`src/rtl/frame_swap_ctrl.sv`:
```
// -----------------------------------------------------------------------------
// frame_swap_ctrl
//
// Double-buffered frame bank controller. The compositor draws into the back
// bank while scan-out reads the front bank. When the compositor finishes a
// frame, the controller waits for the display frame boundary and then swaps
// the banks and launches the next draw. A frame boundary that arrives while
// drawing is still in progress is counted as a dropped frame.
//
// Ports
//   CLK                 system clock (single domain)
//   rst                 asynchronous active-high reset
//   pix_stb             pixel strobe
//   screenend           display is at the last pixel of the frame
//   i_is_layer_drawing  compositor busy flag
//   i_wr_en             compositor VRAM write request
//   i_draw_address      compositor bank-relative write address
//   i_disp_address      scan-out bank-relative read address
//   o_wr_en             gated VRAM write enable
//   o_wr_address        absolute write address (back bank)
//   o_rd_address        absolute read address (front bank)
//   o_front_bank        bank currently being displayed
//   o_start_draw        one-cycle compositor frame-start pulse
//   o_drop_cnt          saturating dropped-frame count
//   o_state             current state, for debug/LEDs
// -----------------------------------------------------------------------------
module frame_swap_ctrl #(
    parameter int VRAM_A_WIDTH   = 17,
    parameter int BANK_SIZE      = 57600,
    parameter int DROP_CNT_WIDTH = 8,
    parameter int START_TIMEOUT  = 1023
) (
    input  logic                      CLK,
    input  logic                      rst,
    input  logic                      pix_stb,
    input  logic                      screenend,
    input  logic                      i_is_layer_drawing,
    input  logic                      i_wr_en,
    input  logic [VRAM_A_WIDTH-1:0]   i_draw_address,
    input  logic [VRAM_A_WIDTH-1:0]   i_disp_address,
    output logic                      o_wr_en,
    output logic [VRAM_A_WIDTH-1:0]   o_wr_address,
    output logic [VRAM_A_WIDTH-1:0]   o_rd_address,
    output logic                      o_front_bank,
    output logic                      o_start_draw,
    output logic [DROP_CNT_WIDTH-1:0] o_drop_cnt,
    output logic [1:0]                o_state
);

    localparam int TO_W = (START_TIMEOUT < 2) ? 1 : $clog2(START_TIMEOUT + 1);
    localparam logic [TO_W-1:0]           TO_LAST  = TO_W'(START_TIMEOUT);
    localparam logic [TO_W-1:0]           TO_ONE   = TO_W'(1);
    localparam logic [TO_W-1:0]           TO_ZERO  = TO_W'(0);
    localparam logic [VRAM_A_WIDTH-1:0]   BANK_OFS = VRAM_A_WIDTH'(BANK_SIZE);
    localparam logic [VRAM_A_WIDTH-1:0]   ADDR_ZERO = VRAM_A_WIDTH'(0);
    localparam logic [DROP_CNT_WIDTH-1:0] DROP_MAX = {DROP_CNT_WIDTH{1'b1}};
    localparam logic [DROP_CNT_WIDTH-1:0] DROP_ONE = DROP_CNT_WIDTH'(1);
    localparam logic [DROP_CNT_WIDTH-1:0] DROP_ZERO = DROP_CNT_WIDTH'(0);

    typedef enum logic [1:0] {
        ST_LAUNCH    = 2'd0,
        ST_WAIT_BUSY = 2'd1,
        ST_DRAWING   = 2'd2,
        ST_READY     = 2'd3
    } state_t;

    state_t                      state_r;
    state_t                      state_s;
    logic                        front_bank_r;
    logic                        front_bank_s;
    logic [DROP_CNT_WIDTH-1:0]   drop_cnt_r;
    logic [DROP_CNT_WIDTH-1:0]   drop_cnt_s;
    logic [TO_W-1:0]             timeout_r;
    logic [TO_W-1:0]             timeout_s;
    logic                        drop_inc_s;
    logic                        fb_s;

    assign fb_s = pix_stb & screenend;

    // State, bank select, drop counter and start timeout registers.
    always_ff @(posedge CLK or posedge rst) begin
        if (rst) begin
            state_r      <= ST_LAUNCH;
            front_bank_r <= 1'b0;
            drop_cnt_r   <= DROP_ZERO;
            timeout_r    <= TO_ZERO;
        end else begin
            state_r      <= state_s;
            front_bank_r <= front_bank_s;
            drop_cnt_r   <= drop_cnt_s;
            timeout_r    <= timeout_s;
        end
    end

    // Next-state logic: launch, wait for busy, draw, wait for frame boundary.
    always_comb begin
        state_s      = state_r;
        front_bank_s = front_bank_r;
        timeout_s    = timeout_r;
        drop_inc_s   = 1'b0;
        case (state_r)
            ST_LAUNCH: begin
                // The timeout count restarts on every entry to WAIT_BUSY.
                state_s    = ST_WAIT_BUSY;
                timeout_s  = TO_ZERO;
                drop_inc_s = fb_s;
            end
            ST_WAIT_BUSY: begin
                drop_inc_s = fb_s;
                if (i_is_layer_drawing) begin
                    state_s = ST_DRAWING;
                end else if (timeout_r == TO_LAST) begin
                    // Compositor never acknowledged: re-issue the start pulse.
                    state_s = ST_LAUNCH;
                end else begin
                    timeout_s = timeout_r + TO_ONE;
                end
            end
            ST_DRAWING: begin
                if (!i_is_layer_drawing) begin
                    if (fb_s) begin
                        // Finished exactly on the boundary: swap, no drop.
                        front_bank_s = ~front_bank_r;
                        state_s      = ST_LAUNCH;
                    end else begin
                        state_s = ST_READY;
                    end
                end else begin
                    drop_inc_s = fb_s;
                end
            end
            ST_READY: begin
                if (fb_s) begin
                    front_bank_s = ~front_bank_r;
                    state_s      = ST_LAUNCH;
                end else begin
                    state_s = ST_READY;
                end
            end
            default: begin
                state_s = ST_LAUNCH;
            end
        endcase
    end

    // Saturating dropped-frame counter update.
    always_comb begin
        drop_cnt_s = drop_cnt_r;
        if (drop_inc_s && (drop_cnt_r != DROP_MAX)) begin
            drop_cnt_s = drop_cnt_r + DROP_ONE;
        end else begin
            drop_cnt_s = drop_cnt_r;
        end
    end

    // Output decode and bank-relative address translation.
    always_comb begin
        o_state      = state_r;
        o_front_bank = front_bank_r;
        o_drop_cnt   = drop_cnt_r;
        // Held low for the whole reset even though the state is LAUNCH.
        o_start_draw = (state_r == ST_LAUNCH) & ~rst;
        if ((state_r == ST_WAIT_BUSY) || (state_r == ST_DRAWING)) begin
            o_wr_en = i_wr_en;
        end else begin
            o_wr_en = 1'b0;
        end
        // Writes go to the bank not being displayed; reads to the front bank.
        if (front_bank_r) begin
            o_wr_address = i_draw_address + ADDR_ZERO;
            o_rd_address = i_disp_address + BANK_OFS;
        end else begin
            o_wr_address = i_draw_address + BANK_OFS;
            o_rd_address = i_disp_address + ADDR_ZERO;
        end
    end

endmodule

```
`config.mk`:
```
export PLATFORM = sky130hd
export DESIGN_NAME = frame_swap_ctrl
export DESIGN_NICKNAME = d
export VERILOG_FILES = /design/src/rtl/frame_swap_ctrl.sv
export SDC_FILE = /design/constraint.sdc
export NUM_CORES = 1
export LEC_CHECK = 0
export BUFFER_PORTS_ARGS = -buffer_cell sky130_fd_sc_hd__buf_2
export CORE_MARGIN = 1.5
export CORE_UTILIZATION = 41
export CTS_CLUSTER_DIAMETER = 50
export DETAILED_ROUTE_END_ITERATION = 8
export GPL_ROUTABILITY_DRIVEN = 0
export PLACE_DENSITY = 0.77
export SYNTH_ARGS = -nofsm -noshare
export SYNTH_HDL_FRONTEND = slang
export SYNTH_SLANG_ARGS = --single-unit
```
`constraint.sdc`:
```
create_clock -name CLK -period 1.7 [get_ports CLK]
set_clock_uncertainty 0.15 [all_clocks]
set_input_delay 0.34 -clock CLK [delete_from_list [all_inputs] [get_ports CLK]]
set_output_delay 0.34 -clock CLK [all_outputs]
set_load 0.05 [all_outputs]
```
# Yosys cells after proc, flatten, opt, wreduce, memory -nomap -nowiden
# Cells that the tools add are included.
# word_totals
register_bits	21
elab_cells	46
# op_classes
add_sub_neg	4
eq_ne	9
muxes	16
n_bitwise	4
reduce_logical	9
# ops
cell	count
$add 17x16->17 const B	2
$mux 17	2
$mux 10	2
$pmux 10 s2	1
$add 10x1->10 const B	1
$eq 10x10->1 const B	1
$add 8x1->8 const B	1
$mux 2	4
$ne 8x8->1 const B	1
$pmux 2 s4	1
$ne 2x2->1 const B	3
$eq 2x2->1 const B	2
$mux 1	4
$pmux 1 s2	2
$reduce_and 2->1	2
$reduce_bool 2->1	2
$ne 3x3->1 const B	1
$reduce_and 3->1	1
$and 1x1->1	2
$eq 2x1->1 const B	1
$logic_not 2->1	1
$not 1->1	2
$reduce_or 2->1	1
$logic_and 1x1->1	1
$logic_or 1x1->1	1

# Longest topological paths before layout
# logic_depth
ltp_word	4
depth_mapped	6
ltp_nobuf	6

# Worst setup path after synthesis
# OpenSTA, ideal clock, no wires.
# synth_timing
kind	register to output
start	register front_bank_r (netlist: o_front_bank)
end	output port o_rd_address[11]
t_arrival_ps	2071
t_required_ps	1210
path_slack_ps	-861
path_stages_with_launch	4
cell_sequence	dfrtp_1 clkbuf_1 nand4_1 xnor2_1
# synth_via
elab_chain_len	1
# synth_lines
item	line	rtl
start, declared	69	logic front_bank_r;
start signal, assigned	89	front_bank_r <= front_bank_s;
$mux 17	169	if (front_bank_r) begin
end, declared	43	output logic [VRAM_A_WIDTH-1:0] o_rd_address,
# Every way passes these cells.

# Worst setup path in the final report
# layout_timing
start	register front_bank_r (netlist: o_front_bank)
end	output port o_wr_address[13]
# layout_via
elab_chain_len	1
# layout_lines
item	line	rtl
$mux 17	169	
end, declared	42	output logic [VRAM_A_WIDTH-1:0] o_wr_address,
# Every way passes these cells.

==> impl_summary.log <==
INFO  metric outcome = finished with violations
INFO  metric failed_checks = setup timing
INFO  metric die_x = about 66 um
INFO  metric first_pass_drt_iterations = 4
INFO  metric ys_async_sr_fraction = 100%
INFO  metric wl_per_cell = around 18 um
INFO  metric worst_ep_required_time = roughly 1200 ps
INFO  metric place.port_buffers = 54
INFO  metric design.portCount = 87
INFO  metric maximum_number_of_pins_on_one_net_before_global_route_repair = 22
INFO  metric postLayoutSetupSlackWorst = -396 ps
INFO  metric ant_diodes = 0
INFO  metric dp_hpwl = 3540 um
INFO  metric post-layout-total-power = roughly 4.9 mW
INFO  metric syn_to_final_growth = 89.6%
INFO  metric count_of_warnings_emitted_by_yosys = 0
INFO  metric number_of_nets_in_the_finished_design = between 300 and 400
INFO  metric layout_min_cycle_time = between 2000 and 2500 ps
INFO  metric synth-seq-cells = 21
INFO  metric power.leakage = 1.47 nW
INFO  metric clk_path_buf_depth = 2
INFO  metric part_of_the_yosys_area_used_for_sequential_elements = 31.9%
INFO  metric routed-via-count = around 1,800
INFO  metric yosysTopAreaCellShare = roughly a third
INFO  metric grt_util_all_layers = between 20% and 30%
INFO  metric timing.setup.tns = -5680 ps
INFO  metric first_iter_violations = 85
INFO  metric number_of_placed_cells_counting_well_taps = ~310
INFO  metric p_per_area = about 1600 nW/um^2
INFO  metric report.final.hold_viol_count = 0
INFO  metric rsz0062_at_grt = true
INFO  metric leading_post_synthesis_cells_by_instance_count = 21 x dfrtp_1, 18 x nand2_1, 16 x buf_4
INFO  metric worstHoldPathType = flip-flop to flip-flop
INFO  metric final_instance_count_without_filler_cells = around 330
INFO  metric number_of_global_route_vias_before_repair = 1,813
INFO  metric min-delay-start = o_drop_cnt[7]
INFO  metric synth_fp_nets = roughly 230
INFO  metric critical_path.startpoint_type = flip-flop
INFO  metric count_of_mapped_cells_out_of_synthesis = approximately 180
INFO  metric fmax_achieved = 477 MHz
INFO  metric number_of_sinks_on_the_clock_net = 21
INFO  metric cp.arrival = ~1600 ps
INFO  metric fin_crit_sh = 123%
INFO  metric timing_worst_slew_pin_value = ~400 ps
INFO  metric hold_slack = 352 ps
INFO  metric vdd_ir_drop_max = approximately 1200 uV
INFO  metric routed_wl = roughly 6100 um
INFO  metric global_route_wire_length_before_repair = 8600 um
INFO  metric synth_area = around 1600 um^2
INFO  metric cts-root-buf = clkbuf_8
INFO  metric synth.most_common_cell = dfrtp_1
INFO  metric synthesis.area_per_instance = between 9 and 10 um^2
INFO  metric antenna_violations_before_repair = 0
INFO  metric design.die.area = between 4000 and 5000 um^2
INFO  metric slew_headroom = between 70% and 80%
INFO  metric synthDistinctLibCells = 38
INFO  metric detail-route-antenna-nets = 0
INFO  metric drive_above_1_share = about two thirds
INFO  metric initial_core_utilization = a little over two fifths
INFO  metric post_synth_main_area_contributors = dfrtp_1 32%, buf_4 7.3%, xor2_1 6.9%, ha_1 6.8%, xnor2_1 6.4%
INFO  metric crit_path_max_fanout = 6
INFO  metric start_point_of_the_critical_path = o_front_bank
INFO  metric clk_transition_reported_paths = around 80 ps
INFO  metric routed_via_density = 5.54
INFO  metric crit-reg2reg-launch = o_state[0]
INFO  metric dieHeight = approximately 66 um
INFO  metric criticalPathCategory = flip-flop to primary output
INFO  metric clkLatencyLatePin = 260 ps
INFO  metric number_of_pins_exceeding_their_max_slew_limit_in_the_final_report = 0
INFO  metric setup_viol = 30
INFO  metric grt_overflow = 0
INFO  metric core_area = around 3800 um^2
INFO  metric tritoncts.num_buffers = 3
INFO  metric cts.htree.levels = 1
INFO  metric synth_top_area_cell = dfrtp_1
INFO  metric post-route-drc-count = 0
INFO  metric synth_top_flop_cell = dfrtp_1
INFO  metric finalCoreUtilization = 82.8%
INFO  metric tritoncts = done
INFO  metric synth_enable_flop_cells = 0
INFO  metric max-cap-violations = 0
INFO  metric worst_setup_path_end_kind = primary output
INFO  metric number_of_placement_rows = 22
-- per-layer routing --
| layer | wire length (um) | share of wire (%) | global-route usage [%] | vias to the layer above |
|---|---|---|---|---|
| met5 | 0 | 0 | 0 | - |
| met4 | 250 | 4.1 | 12.5 | 0 |
| met3 | 298 | 4.9 | 3.41 | 35 |
| met2 | 3310 | 54 | 47.8 | 90 |
| met1 | 2250 | 37 | 28.9 | 885 |
| li1 | - | - | - | 824 |
-- sequential cells by signal, indices dropped and copies added (netlist names) --
register      count
o_state           2
timeout_r        10
o_front_bank      1
o_drop_cnt        8
-- through the flow --
stage,instance area [um^2],setup WS [ps]
after detailed placement,2620,-347
after global routing,3120,-433
after CTS,2950,-329
after floorplan,2110,-156
after global placement,2620,-313
final,3120,-396
-- cell type report --
type | count | area, um^2
sequential | 21 | 538
inverter | 5 | 21.3
timing repair buffer | 114 | 918
clock inverter | 1 | 5.00
multi-input combinational | 139 | 1540
fill | 196 | 647
clock buffer | 3 | 41.3
tap | 48 | 60.1
-- critical path: stages, from the launching register on --
cell and delay, ps:
dfrtp_4 530, buf_12 150, a31oi_4 180, buf_6 150
xor2_4 150, buf_6 180
-- what timing repair did --
action,CTS,global route
hold buffers,1,0
pin swaps,11,17
setup buffers,10,6
gates resized for setup,59,37
setup endpoints to repair,26,39
endpoints found under the hold margin,21,0
-- kinds of logic (layout without fill, tap and decap cells) --
family	after synthesis	count (layout)	share of synthesized area, %
and+or+nand+nor	72	72	23.4
AOI/OAI and AO/OA	25	25	10.5
xor gates and xnor gates	25	25	13.3
buffers and inverters	23	123	8.88
DFF	21	21	31.9
adders and majority gates	9	9	6.83
muxes	8	8	5.24
-- final timing paths --
| path | end | slack, ps | cells after the start |
|---|---|---|---|
| setup / recovery | o_wr_address[13] | -400 | 5 |
| hold / removal | o_drop_cnt[7] | 350 | 1 |
| setup reg to reg | o_drop_cnt[1] | -90 | 6 |
| hold reg to reg | o_drop_cnt[7] | 350 | 1 |
| max in group asynchronous | o_state[0] | 610 | 4 |
| min in group asynchronous | timeout_r[5] | 550 | 4 |
-- power breakdown --
group          internal [mW]  switching, mW  total [mW]
sequential             0.650          0.155       0.805
combinational           1.66           2.11        3.77
clock                  0.164          0.173       0.337
total                   2.47           2.44        4.91
-- cell usage in the layout (no fill, tap or decap), drive strengths merged, types with 4 or more instances in the layout --
master and n:
nor3 6, xor2 13, o21ai 5, dfrtp 21, nand3 11, nand4 7, a31oi 4, nor2 11
ha 9, a21oi 8, nand2 20, xnor2 12, inv 5, buf 113, mux2 5
(Power assumes the default switching activity.)
